## config.mk

```make
export PLATFORM = sky130hd
export DESIGN_NAME = removal_sequencer
export DESIGN_NICKNAME = d
export VERILOG_FILES = /design/src/rtl/removal_sequencer.sv
export SDC_FILE = /design/constraint.sdc
export NUM_CORES = 2
export LEC_CHECK = 0
export BUFFER_PORTS_ARGS = -buffer_cell sky130_fd_sc_hd__buf_2
export CAP_MARGIN = 20
export CORE_MARGIN = 2
export CORE_UTILIZATION = 35
export DETAILED_ROUTE_END_ITERATION = 8
export MAX_ROUTING_LAYER = met4
export SLEW_MARGIN = 20
export SYNTH_ARGS = -nofsm -noshare
export SYNTH_HDL_FRONTEND = slang
export SYNTH_SLANG_ARGS = --single-unit
```

## constraint.sdc

```tcl
create_clock -name clk -period 21.5 [get_ports clk]
set_clock_uncertainty 0.15 [all_clocks]
set_input_delay 4.3 -clock clk [delete_from_list [all_inputs] [get_ports clk]]
set_output_delay 4.3 -clock clk [all_outputs]
set_load 0.05 [all_outputs]
```

## src/rtl/removal_sequencer.sv

```systemverilog
// removal_sequencer: loads a DEPTH x WIDTH occupancy grid row by row, then
// repeatedly sweeps it, removing every occupied cell with fewer than four
// occupied neighbours, until a sweep removes nothing or MAX_SWEEPS is hit.

// One grid row's sweep: evaluates every cell of cur against the pre-sweep
// rows above and below (out-of-grid rows arrive as zero).
module removal_sequencer_row #(
  parameter int WIDTH = 16
) (
  input  logic [WIDTH-1:0]               up,
  input  logic [WIDTH-1:0]               cur,
  input  logic [WIDTH-1:0]               dn,
  output logic [WIDTH-1:0]               nxt,
  output logic [$clog2(WIDTH+1)-1:0]     rem
);
  localparam int CW = $clog2(WIDTH+1);

  // zero-padded at both ends so edge columns see empty neighbours
  logic [WIDTH+1:0] up_p, cur_p, dn_p;
  logic [3:0]       nb;

  assign up_p  = {1'b0, up,  1'b0};
  assign cur_p = {1'b0, cur, 1'b0};
  assign dn_p  = {1'b0, dn,  1'b0};

  // count neighbours per column; clear sparse cells and tally removals
  always_comb begin
    nxt = cur;
    rem = '0;
    nb  = '0;
    for (int j = 0; j < WIDTH; j++) begin
      nb = 4'(up_p[j]) + 4'(up_p[j+1]) + 4'(up_p[j+2]) +
           4'(cur_p[j])                + 4'(cur_p[j+2]) +
           4'(dn_p[j]) + 4'(dn_p[j+1]) + 4'(dn_p[j+2]);
      if (cur[j] && nb < 4'd4) begin
        nxt[j] = 1'b0;
        rem    = rem + CW'(1);
      end
    end
  end
endmodule

module removal_sequencer #(
  parameter int WIDTH      = 16,
  parameter int DEPTH      = 16,
  parameter int MAX_SWEEPS = 64
) (
  input  logic                               clk,
  input  logic                               rst_n,
  input  logic                               start,
  input  logic                               row_valid,
  input  logic [WIDTH-1:0]                   row_data,
  output logic                               row_ready,
  output logic                               busy,
  output logic                               done,
  output logic                               capped,
  output logic [$clog2(WIDTH*DEPTH+1)-1:0]   total_removed,
  output logic [$clog2(MAX_SWEEPS+1)-1:0]    sweep_count,
  input  logic [$clog2(DEPTH)-1:0]           rd_row,
  output logic [WIDTH-1:0]                   rd_data
);
  localparam int RW  = $clog2(DEPTH);
  localparam int TRW = $clog2(WIDTH*DEPTH+1);
  localparam int SCW = $clog2(MAX_SWEEPS+1);
  localparam int RCW = $clog2(WIDTH+1);

  typedef enum logic [1:0] {S_IDLE, S_LOAD, S_SWEEP, S_DONE} state_t;

  state_t                        state;
  logic [RW-1:0]                 row_idx;
  logic [DEPTH-1:0][WIDTH-1:0]   grid;
  logic [DEPTH-1:0][WIDTH-1:0]   sweep_nxt;
  logic [DEPTH-1:0][RCW-1:0]     row_rem;
  logic [TRW-1:0]                rem_total;
  logic [SCW-1:0]                sweep_inc;

  // one sweep evaluator per row, all fed from the same pre-sweep grid
  for (genvar r = 0; r < DEPTH; r++) begin : g_row
    logic [WIDTH-1:0] up, dn;
    if (r == 0) begin : g_top
      assign up = '0;
    end else begin : g_up
      assign up = grid[r-1];
    end
    if (r == DEPTH-1) begin : g_bot
      assign dn = '0;
    end else begin : g_dn
      assign dn = grid[r+1];
    end
    removal_sequencer_row #(.WIDTH(WIDTH)) u_row (
      .up  (up),
      .cur (grid[r]),
      .dn  (dn),
      .nxt (sweep_nxt[r]),
      .rem (row_rem[r])
    );
  end

  // total cells removed by the current sweep
  always_comb begin
    rem_total = '0;
    for (int r = 0; r < DEPTH; r++) rem_total = rem_total + TRW'(row_rem[r]);
  end

  assign sweep_inc = sweep_count + SCW'(1);

  // job FSM: load rows, sweep to convergence or cap, pulse done
  always_ff @(posedge clk or negedge rst_n) begin
    if (!rst_n) begin
      state         <= S_IDLE;
      row_ready     <= 1'b0;
      busy          <= 1'b0;
      done          <= 1'b0;
      capped        <= 1'b0;
      total_removed <= '0;
      sweep_count   <= '0;
      row_idx       <= '0;
      grid          <= '0;
    end else begin
      done <= 1'b0;
      case (state)
        S_IDLE: if (start) begin
          state         <= S_LOAD;
          row_ready     <= 1'b1;
          busy          <= 1'b1;
          capped        <= 1'b0;
          total_removed <= '0;
          sweep_count   <= '0;
          row_idx       <= '0;
        end
        S_LOAD: if (row_valid) begin
          grid[row_idx] <= row_data;
          row_idx       <= row_idx + RW'(1);
          if (row_idx == RW'(DEPTH-1)) begin
            state     <= S_SWEEP;
            row_ready <= 1'b0;
          end
        end
        S_SWEEP: begin
          if (rem_total == '0) begin
            state <= S_DONE;
            busy  <= 1'b0;
            done  <= 1'b1;
          end else begin
            grid          <= sweep_nxt;
            total_removed <= total_removed + rem_total;
            sweep_count   <= sweep_inc;
            if (sweep_inc == SCW'(MAX_SWEEPS)) begin
              state  <= S_DONE;
              busy   <= 1'b0;
              done   <= 1'b1;
              capped <= 1'b1;
            end
          end
        end
        S_DONE:  state <= S_IDLE;
        default: state <= S_IDLE;
      endcase
    end
  end

  // registered row readout; indices past the grid read as empty
  always_ff @(posedge clk or negedge rst_n) begin
    if (!rst_n)                     rd_data <= '0;
    else if (int'(rd_row) < DEPTH)  rd_data <= grid[rd_row];
    else                            rd_data <= '0;
  end
endmodule

```

==> results.py <==
metrics = {
    "outcome": {
        "status": "finished, final reports clean",
    },
    "synthesis": {
        "ys_types": 106,
        "synthArstFlopShare_pct": 100,
        "ys_ff_latch": 298,
        "synth_nets": 9436,
        "seq_area_frac_synth_pct": 11.0,
        "synth_top_flop_cell": "dfrtp_1",
        "synth_edf_count": 0,
        "netlist_instances": 7738,
        "avgSynthCellArea_um2": 8.73,
        "yosys_warnings": 0,
        "syn_area_um2": 67500,
    },
    "detailed_routing": {
        "wl_um": 216000,
        "num_vias": 56458,
        "drt-initial-drc-count": 3874,
        "drc_errors": 0,
        "viasPerCell": 5.45,
        "ant_nets": 0,
        "wire_per_inst_um": 20.9,
        "firstDrtPassIters": 6,
    },
    "die": {
        "die_y_um": 443,
        "io-pin-count": 60,
        "die-width_um": 443,
        "core_area_um2": 192000,
        "rows": 161,
        "start_util_pct": 35.1,
        "die_area_um2": 196000,
    },
    "grt": {
        "first_global_vias": 57632,
        "antenna_found_initial": 8,
        "grt_use_total_pct": 22.5,
        "grt_pass1_wl_um": 336000,
        "grt-ovfl-total": 0,
        "grt_max_degree": 82,
    },
    "placed_design": {
        "gp_congestion": 0.948,
        "portBuffers": 59,
        "dp_hpwl_um": 174000,
    },
    "timing": {
        "hold_violations": 0,
        "max_slew.worst_pin.slew_ns": 1.22,
        "period_minus_slack_ns": 19.29,
        "period_share_pct": 89.7,
        "fmax_mhz": 51.9,
        "setup_viol": 0,
        "grt_setup_unrepaired": "false",
        "maxSlewHeadroom_pct": 18.1,
        "finalSetupTns_ns": 0,
        "slew_viol_final": 0,
    },
    "critical_path": {
        "r2r-end": "g_row[0].dn[6]",
        "reg2reg_from": "g_row[0].dn[2]",
        "ff2ff_setup_slack_ns": 2.21,
        "critPathLaunch": "g_row[0].dn[2]",
        "path_delay_family": "adder cells",
        "worstPathRequired_ns": 21.82,
        "critical_path_class": "flop to flop",
        "reg2regPathDepth": 69,
        "cp_num_buf_inv": 15,
        "cp-end-kind": "flop",
        "start_kind": "flop",
        "cp_slowest_cell": "nand3_1",
        "cpPeakStageDelay_ns": 0.68,
        "cp_max_fo": 20,
        "cp.arrival_ns": 19.61,
        "critPathMostFrequentCell": "ha_1",
    },
    "run": {
        "maxCapViolCount": 0,
    },
    "final_layout": {
        "fin_nets": 9489,
        "layout_common_cells": "inv_1, ha_1, fa_1",
        "final_common_cell": "inv_1",
        "drive_above_1_share_pct": 5.51,
        "syn_to_final_growth_pct": 7.83,
        "fillers": 19392,
    },
    "hold_path": {
        "worstHoldPathCells": 2,
        "hold_path.class": "flop to flop",
        "hp-start": "total_removed[0]",
        "hold_path_end": "total_removed[0]",
    },
    "clock_network": {
        "insertion_delay_ns": 0.66,
        "cts_buffers": 48,
        "cts_resized": 0,
        "clk_pin_slew_ns": 0.06,
        "cts_sinks": 298,
        "cts_max_path_buffers": 3,
        "hold_buffers": 0,
        "cts_tree": "done",
        "postCtsSetupRepairBufs": 0,
        "cts_max_level": 2,
        "cts-root-buf": "clkbuf_16",
    },
}
[logic make-up after synthesis]
family                     synth area share [%]
adders and majority gates                  36.9
AOI/OAI and AO/OA                          16.3
buffers and inverters                      9.14
and+or+nand+nor                            10.8
xor gates and xnor gates                   11.0
DFF                                        11.0
muxes                                      4.83
[tightest hold or removal path: cells and delay by family, from the launching register on]
family	cells	cell delay [ns]
compound gates	1	0.06
simple gates	1	0.05
flops	1	0.38
[metal layers]
metal / up-vias / part of all wire [%] / global-route usage, %
met5: - / 0 / -
met4: 0 / 2.9 / 6.18
met3: 329 / 5.7 / 2.94
met2: 1435 / 49 / 38.6
met1: 27933 / 42 / 27.7
li1: 26761 / - / -
[layout make-up]
class / instances / area (um2) / area share, %
antenna: 2 / 5.00 / 0.00687
clock buffer: 69 / 1380 / 1.90
clock inverter: 19 / 264 / 0.363
inverter: 1509 / 5670 / 7.78
multi-input combinational: 5797 / 54000 / 74.1
sequential: 298 / 7460 / 10.2
tap: 2526 / 3160 / 4.34
timing repair buffer: 137 / 916 / 1.26
[cell usage after synthesis (46+ instances only)]
master | number | share of area, %
a211oi_1 | 46 | 0.51
nand4_1 | 56 | 0.52
a21o_1 | 165 | 1.8
ha_1 | 1159 | 21
dfrtp_1 | 298 | 11
o21ai_0 | 284 | 2.1
o21a_1 | 66 | 0.73
xnor2_1 | 467 | 6.1
a21oi_1 | 424 | 3.1
nand2_1 | 442 | 2.5
mux2_2 | 54 | 0.90
nand3_1 | 161 | 1.2
clkbuf_1 | 122 | 0.68
nor3_1 | 81 | 0.60
xor2_1 | 202 | 2.6
and3_1 | 56 | 0.52
mux4_2 | 78 | 2.6
fa_1 | 515 | 15
mux2i_1 | 83 | 1.2
nor3b_1 | 76 | 0.84
inv_1 | 1509 | 8.4
o22ai_1 | 219 | 2.0
a31oi_1 | 55 | 0.51
o211ai_1 | 82 | 0.91
nor2_1 | 358 | 2.0
[flip-flops by register name, summed over array words and instances, names as in the netlist]
| register | cells |
|---|---|
| state | 2 |
| g_row.dn | 208 |
| capped | 1 |
| rd_data | 16 |
| busy | 1 |
| g_row.up | 48 |
| sweep_count | 7 |
| row_idx | 4 |
| total_removed | 9 |
| row_ready | 1 |
| done | 1 |
[worst max-delay path by stage]
stage                            to  slack [ns]  depth (start not counted)
finish               g_row[0].dn[6]        2.21                         69
CTS                  g_row[0].dn[6]        2.30                         69
floorplan            g_row[0].dn[8]        4.40                         78
global placement    g_row[0].dn[10]        2.58                         77
global route        g_row[0].dn[14]        1.16                         76
detailed placement   g_row[0].dn[8]        2.32                         69
[per-stage QoR]
step                      area, um2  setup slack, ns  hold slack, ns  util (%)  instances
after floorplan               67500             4.40           0.364         -       7738
after global placement        71100             2.58           0.353      37.0      10266
after detailed placement      71100             2.32           0.369      37.0      10267
after CTS                     72800             2.30           0.379      37.9      10355
after global routing          72800             1.16           0.420      37.9      10356
final                         72800             2.21           0.377      37.9      10357
Power is not shown: default switching activity piles up to over one toggle a cycle in this logic, so the estimate is an artifact.
